===== src/rtl/unified_mem_arbiter_pkg.sv =====
// Shared types for the unified memory arbiter: FSM states, grant encoding,
// default bus widths and the fixed-priority arbitration rule.
package unified_mem_arbiter_pkg;

  localparam int AW_DEF = 32;
  localparam int DW_DEF = 32;

  typedef enum logic [1:0] {
    IDLE    = 2'd0,
    BUSY_IF = 2'd1,
    BUSY_DM = 2'd2,
    RESP    = 2'd3
  } arbState_t;

  typedef enum logic [1:0] {
    GNT_NONE = 2'd0,
    GNT_IF   = 2'd1,
    GNT_DM   = 2'd2
  } grant_t;

  // Data access has priority; a starved fetch overrides it.
  function automatic grant_t arbitrate(input logic ifElig, input logic dmElig,
                                       input logic starved);
    grant_t g;
    g = GNT_NONE;
    if (ifElig && (!dmElig || starved)) g = GNT_IF;
    else if (dmElig)                    g = GNT_DM;
    return g;
  endfunction

endpackage


===== src/rtl/unified_mem_arbiter_if.sv =====
// Bundle of the fetch, data and memory-side handshakes around the arbiter.
// slave = arbiter view, master = requesters plus memory model view.
interface unified_mem_arbiter_if
  import unified_mem_arbiter_pkg::*;
#(
  parameter int AW = AW_DEF,
  parameter int DW = DW_DEF
) ();

  logic          if_req;
  logic [AW-1:0] if_addr;
  logic [DW-1:0] if_rdata;
  logic          if_ack;

  logic          dm_req;
  logic          dm_we;
  logic [AW-1:0] dm_addr;
  logic [DW-1:0] dm_wdata;
  logic [DW-1:0] dm_rdata;
  logic          dm_ack;

  logic          mem_req;
  logic          mem_we;
  logic [AW-1:0] mem_addr;
  logic [DW-1:0] mem_wdata;
  logic [DW-1:0] mem_rdata;
  logic          mem_done;

  logic          stall;
  logic          err;

  modport slave (
    input  if_req, if_addr, dm_req, dm_we, dm_addr, dm_wdata, mem_rdata, mem_done,
    output if_rdata, if_ack, dm_rdata, dm_ack, mem_req, mem_we, mem_addr, mem_wdata,
           stall, err
  );

  modport master (
    output if_req, if_addr, dm_req, dm_we, dm_addr, dm_wdata, mem_rdata, mem_done,
    input  if_rdata, if_ack, dm_rdata, dm_ack, mem_req, mem_we, mem_addr, mem_wdata,
           stall, err
  );

endinterface


===== src/rtl/unified_mem_arbiter_watchdog.sv =====
// Counts cycles an access has spent waiting on memory and flags the cycle in
// which the wait reaches TIMEOUT so the arbiter can abort it.
module mem_watchdog #(
  parameter int TIMEOUT = 64
) (
  input  logic clk,
  input  logic rst,
  input  logic clr,
  input  logic en,
  output logic timeout
);

  localparam int CW = $clog2(TIMEOUT + 1);

  logic [CW-1:0] wdCnt;

  always_ff @(posedge clk) begin
    if (rst || clr)
      wdCnt <= '0;
    else if (en && (wdCnt != CW'(TIMEOUT - 1)))
      wdCnt <= wdCnt + CW'(1);
  end

  // Fires on the TIMEOUT-th waiting cycle, counting the first as zero.
  assign timeout = en && (wdCnt == CW'(TIMEOUT - 1));

endmodule


===== src/rtl/unified_mem_arbiter.sv =====
// Single-ported memory arbiter between instruction fetch and load/store:
// arbitration with starvation override, registered memory handshake, ack pulse, stall.
module unified_mem_arbiter
  import unified_mem_arbiter_pkg::*;
#(
  parameter int AW         = AW_DEF,
  parameter int DW         = DW_DEF,
  parameter int STARVE_MAX = 4,
  parameter int TIMEOUT    = 64
) (
  input logic                  clk,
  input logic                  rst,
  unified_mem_arbiter_if.slave bus
);

  localparam int SW = $clog2(STARVE_MAX + 1);

  arbState_t     state, stateNext;
  grant_t        grant;
  logic          memReqR, memWeR;
  logic [AW-1:0] memAddrR;
  logic [DW-1:0] memWdataR, ifRdataR, dmRdataR;
  logic          ifAckR, dmAckR, errR;
  logic [SW-1:0] starveCnt;
  logic          arbitrating, busy, memDone, timeout, accessEnd;
  logic          ifElig, dmElig, starved;

  assign arbitrating = (state == IDLE) || (state == RESP);
  assign busy        = (state == BUSY_IF) || (state == BUSY_DM);
  assign memDone     = busy && bus.mem_done;
  assign accessEnd   = memDone || timeout;

  // The ack registers are high only in RESP, so they mask the requester just served.
  assign ifElig  = bus.if_req && !ifAckR;
  assign dmElig  = bus.dm_req && !dmAckR;
  assign starved = (starveCnt == SW'(STARVE_MAX));
  assign grant   = arbitrating ? arbitrate(ifElig, dmElig, starved) : GNT_NONE;

  mem_watchdog #(.TIMEOUT(TIMEOUT)) watchdog (
    .clk     (clk),
    .rst     (rst),
    .clr     (grant != GNT_NONE),
    .en      (busy && !bus.mem_done),
    .timeout (timeout)
  );

  always_comb begin
    stateNext = state;
    case (state)
      IDLE, RESP: begin
        case (grant)
          GNT_IF:  stateNext = BUSY_IF;
          GNT_DM:  stateNext = BUSY_DM;
          default: stateNext = IDLE;
        endcase
      end
      BUSY_IF, BUSY_DM: begin
        if (accessEnd) stateNext = RESP;
      end
      default: stateNext = IDLE;
    endcase
  end

  always_ff @(posedge clk) begin
    if (rst) begin
      state     <= IDLE;
      memReqR   <= 1'b0;
      memWeR    <= 1'b0;
      memAddrR  <= '0;
      memWdataR <= '0;
      ifRdataR  <= '0;
      dmRdataR  <= '0;
      ifAckR    <= 1'b0;
      dmAckR    <= 1'b0;
      errR      <= 1'b0;
      starveCnt <= '0;
    end else begin
      state  <= stateNext;
      ifAckR <= 1'b0;
      dmAckR <= 1'b0;

      if (grant == GNT_IF) begin
        memReqR   <= 1'b1;
        memWeR    <= 1'b0;
        memAddrR  <= bus.if_addr;
        memWdataR <= '0;
        starveCnt <= '0;
      end else if (grant == GNT_DM) begin
        memReqR   <= 1'b1;
        memWeR    <= bus.dm_we;
        memAddrR  <= bus.dm_addr;
        memWdataR <= bus.dm_wdata;
        if (bus.if_req && !starved) starveCnt <= starveCnt + SW'(1);
      end

      // An aborted access still acks, returning zero for reads.
      if (busy && accessEnd) begin
        memReqR <= 1'b0;
        if (timeout) errR <= 1'b1;
        if (state == BUSY_IF) begin
          ifAckR   <= 1'b1;
          ifRdataR <= memDone ? bus.mem_rdata : '0;
        end else begin
          dmAckR <= 1'b1;
          if (!memWeR) dmRdataR <= memDone ? bus.mem_rdata : '0;
        end
      end
    end
  end

  assign bus.mem_req   = memReqR;
  assign bus.mem_we    = memWeR;
  assign bus.mem_addr  = memAddrR;
  assign bus.mem_wdata = memWdataR;
  assign bus.if_rdata  = ifRdataR;
  assign bus.if_ack    = ifAckR;
  assign bus.dm_rdata  = dmRdataR;
  assign bus.dm_ack    = dmAckR;
  assign bus.err       = errR;
  assign bus.stall     = (bus.if_req && !ifAckR) || (bus.dm_req && !dmAckR);

endmodule


===== src/flat_wrapper.sv =====
// flat-port wrapper written by rule: the top's interface ports become plain ports
module unified_mem_arbiter_flat import unified_mem_arbiter_pkg::*;
#(
  parameter int AW         = AW_DEF,
  parameter int DW         = DW_DEF,
  parameter int STARVE_MAX = 4,
  parameter int TIMEOUT    = 64
)
  (clk, rst, bus_if_req, bus_if_addr, bus_dm_req, bus_dm_we, bus_dm_addr, bus_dm_wdata, bus_mem_rdata, bus_mem_done, bus_if_rdata, bus_if_ack, bus_dm_rdata, bus_dm_ack, bus_mem_req, bus_mem_we, bus_mem_addr, bus_mem_wdata, bus_stall, bus_err);
  unified_mem_arbiter_if #(.AW(AW), .DW(DW)) bus_i ();
  input logic clk;
  input logic rst;
  input wire logic [$bits(bus_i.if_req)-1:0] bus_if_req;
  input wire logic [$bits(bus_i.if_addr)-1:0] bus_if_addr;
  input wire logic [$bits(bus_i.dm_req)-1:0] bus_dm_req;
  input wire logic [$bits(bus_i.dm_we)-1:0] bus_dm_we;
  input wire logic [$bits(bus_i.dm_addr)-1:0] bus_dm_addr;
  input wire logic [$bits(bus_i.dm_wdata)-1:0] bus_dm_wdata;
  input wire logic [$bits(bus_i.mem_rdata)-1:0] bus_mem_rdata;
  input wire logic [$bits(bus_i.mem_done)-1:0] bus_mem_done;
  output wire logic [$bits(bus_i.if_rdata)-1:0] bus_if_rdata;
  output wire logic [$bits(bus_i.if_ack)-1:0] bus_if_ack;
  output wire logic [$bits(bus_i.dm_rdata)-1:0] bus_dm_rdata;
  output wire logic [$bits(bus_i.dm_ack)-1:0] bus_dm_ack;
  output wire logic [$bits(bus_i.mem_req)-1:0] bus_mem_req;
  output wire logic [$bits(bus_i.mem_we)-1:0] bus_mem_we;
  output wire logic [$bits(bus_i.mem_addr)-1:0] bus_mem_addr;
  output wire logic [$bits(bus_i.mem_wdata)-1:0] bus_mem_wdata;
  output wire logic [$bits(bus_i.stall)-1:0] bus_stall;
  output wire logic [$bits(bus_i.err)-1:0] bus_err;
  assign bus_i.if_req = bus_if_req;
  assign bus_i.if_addr = bus_if_addr;
  assign bus_i.dm_req = bus_dm_req;
  assign bus_i.dm_we = bus_dm_we;
  assign bus_i.dm_addr = bus_dm_addr;
  assign bus_i.dm_wdata = bus_dm_wdata;
  assign bus_i.mem_rdata = bus_mem_rdata;
  assign bus_i.mem_done = bus_mem_done;
  assign bus_if_rdata = bus_i.if_rdata;
  assign bus_if_ack = bus_i.if_ack;
  assign bus_dm_rdata = bus_i.dm_rdata;
  assign bus_dm_ack = bus_i.dm_ack;
  assign bus_mem_req = bus_i.mem_req;
  assign bus_mem_we = bus_i.mem_we;
  assign bus_mem_addr = bus_i.mem_addr;
  assign bus_mem_wdata = bus_i.mem_wdata;
  assign bus_stall = bus_i.stall;
  assign bus_err = bus_i.err;
  unified_mem_arbiter #(.AW(AW), .DW(DW), .STARVE_MAX(STARVE_MAX), .TIMEOUT(TIMEOUT)) u_core (.clk(clk), .rst(rst), .bus(bus_i));
endmodule

===== config.mk =====
export PLATFORM = sky130hd
export DESIGN_NAME = unified_mem_arbiter_flat
export DESIGN_NICKNAME = d
export VERILOG_FILES = /design/src/rtl/unified_mem_arbiter_pkg.sv /design/src/rtl/unified_mem_arbiter_if.sv /design/src/rtl/unified_mem_arbiter_watchdog.sv /design/src/rtl/unified_mem_arbiter.sv /design/src/flat_wrapper.sv
export SDC_FILE = /design/constraint.sdc
export NUM_CORES = 1
export LEC_CHECK = 0
export ABC_CLOCK_PERIOD_IN_PS = 2200
export CAP_MARGIN = 20
export CORE_MARGIN = 2
export CORE_UTILIZATION = 37
export CTS_CLUSTER_SIZE = 16
export DETAILED_ROUTE_END_ITERATION = 12
export GPL_TIMING_DRIVEN = 0
export PLACE_DENSITY = 0.76
export SETUP_SLACK_MARGIN = 0.2
export SLEW_MARGIN = 20
export SYNTH_ARGS = -nofsm -noshare
export SYNTH_HDL_FRONTEND = slang
export SYNTH_SLANG_ARGS = --single-unit

===== constraint.sdc =====
create_clock -name clk -period 2.2 [get_ports clk]
set_clock_uncertainty 0.2 [all_clocks]
set_input_delay 0.33 -clock clk [delete_from_list [all_inputs] [get_ports clk]]
set_output_delay 0.33 -clock clk [all_outputs]
set_load 0.01 [all_outputs]

==> metrics.csv <==
metric;value;unit
crit_type;reg2reg;
synthArstFlopShare;0;%
cpMaxStageDelayCell;dfxtp_2;
grt_pass1_wl;27.0;mm
synth_cells;629;
drive_above_1_share;18.3;%
cts_max_level;4;
whs_path_depth;2;
clockBufferDepth;2;
cts_buffers;17;
grt_max_degree;17;
r2r_cells;10;
clkSinkCount;145;
period_minus_slack;2.11;ns
p_total;11.5;mW
fill_cells;1221;
seqPwrFrac;30.3;%
die-area;0.0166;mm²
dr.pass1.iters;4;
min_from;u_core.watchdog.wdCnt[6];
cp_num_buf_inv;5;
tns;0;ns
critical-path-max-stage-delay;0.33;ns
synth_area_leader_cell;dfxtp_1;
startpoint_type;register;
outcome;complete, no violations;
grt_usage;20.8;%
n_antenna_cell;0;
p_leak;3.57;nW
multi_input_area;0.00309;mm²
clkSlewWorstSetupHoldPaths;0.06;ns
synth_fp_nets;771;
synth_seq_cells;145;
ant_nets;0;
ys_warn_count;0;
seq_area;0.00291;mm²
cts_root_buffer;clkbuf_16;
grt_overflow;0;
wl_per_cell;16.0;µm
drtIter0Drc;232;
viasPerCell;4.91;
hpwl;13.0;mm
syn_area;0.00575;mm²
power_frac_clock;26.0;%
numPortBuffers;267;
instances_no_fill;1130;
cts_hold_buf;0;
io_pins;268;
rsz0062_at_grt;yes;
antenna_found_initial;0;
clk_latency;0.41;ns
switching_share;32.3;%
hold_class;reg2reg;
dp.cells;1084;
cp.arrival;2.27;ns
path_max_fanout;6;
synth_top_flop_cell;dfxtp_1;
synth-edff-count;0;
hold_end;u_core.watchdog.wdCnt[6];
tightest_slew;0.711;ns
fin_util;66.9;%
end_kind;register;
timing.slew.headroom;52.6;%
powerDensity;1130;mW/mm²
switching_power;3.72;mW
final_area;0.0102;mm²
syn_area_per_cell;9.15;µm²
drc;0;
ir_worst_vdd;0.000660;V
synth_top_cell_area_share;50.5;%
critPathTopFamily;buffers and inverters;
cts_tree;done;
grt_pass1_vias;5237;
place.gp.congestion;0.790;
die_w;129;µm
crit_top_cell;clkbuf_16;
yosys-top-cells-area;dfxtp_1, mux2i_1, a21oi_1;
maxSlewViolCount;0;
path_cells;inv_2, ha_4, clkbuf_16, nand3_4, ha_4, buf_8, or2_4, clkbuf_16, clkbuf_16, nor2_2;
fin_nets;1072;
num_vias;5545;
netlist-cell-type-count;43;
die_y;129;µm
seq_area_frac_synth;50.5;%
required;2.36;ns
r2r_start;u_core.state[1];
design.core.area;0.0152;mm²
setup_violations;0;
routed_wl;18.1;mm
intPower;7.79;mW
final_hold_viol_count;0;
max_freq;0.474;GHz
comb_power_share;43.7;%
reg2reg_to;u_core.bus.mem_wdata[14];
placed_area;0.00878;mm²
placementRows;45;
area_delta_synth_final;76.8;%
drv_cap;0;
period_share;95.9;%
start_util;37.8;%
ff2ff_setup_slack;0.09;ns
-- flip-flops by register name, summed over array words and instances, names as in the netlist, 2 cells and up --
register,cells
u_core.bus.dm_rdata,32
u_core.bus.if_rdata,32
u_core.bus.mem_addr,32
u_core.bus.mem_wdata,32
u_core.starveCnt,3
u_core.state,2
u_core.watchdog.wdCnt,7
-- cell usage in the layout, fill, tap and decap left out, types with 9 or more instances in the layout --
cell type | Yosys | layout
mux2i_4 | 0 | 18
nor2_4 | 2 | 15
buf_4 | 6 | 15
dfxtp_1 | 145 | 141
clkdlybuf4s50_1 | 0 | 266
clkbuf_1 | 17 | 9
a21oi_1 | 66 | 66
nor2_1 | 74 | 54
mux2i_1 | 66 | 41
clkbuf_16 | 0 | 21
o21ai_0 | 62 | 61
a211oi_1 | 33 | 25
nand2_1 | 71 | 69
-- cells in the mapped netlist, drive strengths merged (2+ instances only) --
cell,n
a211oi,33
a21oi,67
a221oi,2
a31oi,3
and4,2
buf,27
clkbuf,23
dfxtp,145
ha,8
inv,8
mux2i,66
nand2,71
nand2b,3
nand3,5
nand4,2
nor2,77
nor2b,3
nor3,3
o21ai,68
or2,2
or3,2
xor2,2
-- repair_timing --
item,4_1_cts,5_1_grt
gates resized for setup,43,109
cloned,1,2
pin swaps,7,14
setup endpoints to repair,73,104
setup buffers,6,6
-- through the flow --
step | setup slack [ns] | hold WS, ns
after floorplan | 0.170 | 0.216
after global placement | -0.506 | 0.228
after detailed placement | -0.568 | 0.230
after CTS | 0.127 | 0.239
after global routing | 0.0179 | 0.270
final | 0.0897 | 0.235
-- metal layers --
| layer | global-route usage, % | vias to the layer above | wire, µm |
|---|---|---|---|
| li1 | - | 2779 | - |
| met1 | 25.6 | 2536 | 7390 |
| met2 | 34.2 | 187 | 8820 |
| met3 | 6.11 | 43 | 1240 |
| met4 | 9.08 | 0 | 608 |
| met5 | 0 | - | 0 |
-- area by class of cell --
| type | count | share of cell area (%) |
|---|---|---|
| Buffer | 50 | 4.69 |
| Clock buffer | 17 | 4.18 |
| Clock inverter | 14 | 1.83 |
| Inverter | 8 | 0.295 |
| Multi-Input combinational cell | 426 | 30.3 |
| Sequential cell | 145 | 28.6 |
| Tap cell | 188 | 2.31 |
| Timing Repair Buffer | 282 | 27.8 |
-- tightest hold or removal path: cells and delay by family, from the launching register on --
kind	cells	cell delay, ns
flip-flops	1	0.31
AND/OR/NAND/NOR	1	0.05
AO/OA/AOI/OAI	1	0.03
-- kinds of logic (layout without fill, tap and decap cells) --
group / after synthesis / after routing / synth area share (%)
adder cells (fa/ha/maj): 8 / 8 / 1.74
buffers and inverters: 58 / 371 / 5.00
AO/OA/AOI/OAI: 174 / 174 / 17.7
multiplexers: 66 / 66 / 11.5
XOR/XNOR: 3 / 3 / 0.457
AND/OR/NAND/NOR: 175 / 175 / 13.2
flip-flops: 145 / 145 / 50.5
-- worst max-delay path by stage --
stage	start	to	slack, ns	cells after the start
after floorplan	u_core.state[1]	u_core.bus.mem_addr[11]	0.17	8
after global placement	bus_if_req	u_core.bus.mem_addr[11]	-0.51	7
after detailed placement	bus_if_req	u_core.bus.mem_addr[13]	-0.57	8
after CTS	u_core.state[1]	u_core.bus.mem_wdata[10]	0.13	11
after global routing	u_core.state[1]	u_core.bus.mem_wdata[4]	0.02	11
final	u_core.state[1]	u_core.bus.mem_wdata[14]	0.09	10
-- power by group through the flow --
stage                     combinational [mW]  sequential, mW  clock, mW
after CTS                               4.38            3.46       3.05
final                                   5.03            3.49       2.99
after detailed placement                4.07            3.51          0
after global placement                  4.03            3.50          0
after floorplan                         1.99            3.76          0
after global routing                    5.41            3.55       3.17
Power figures use the tool's default switching activity.
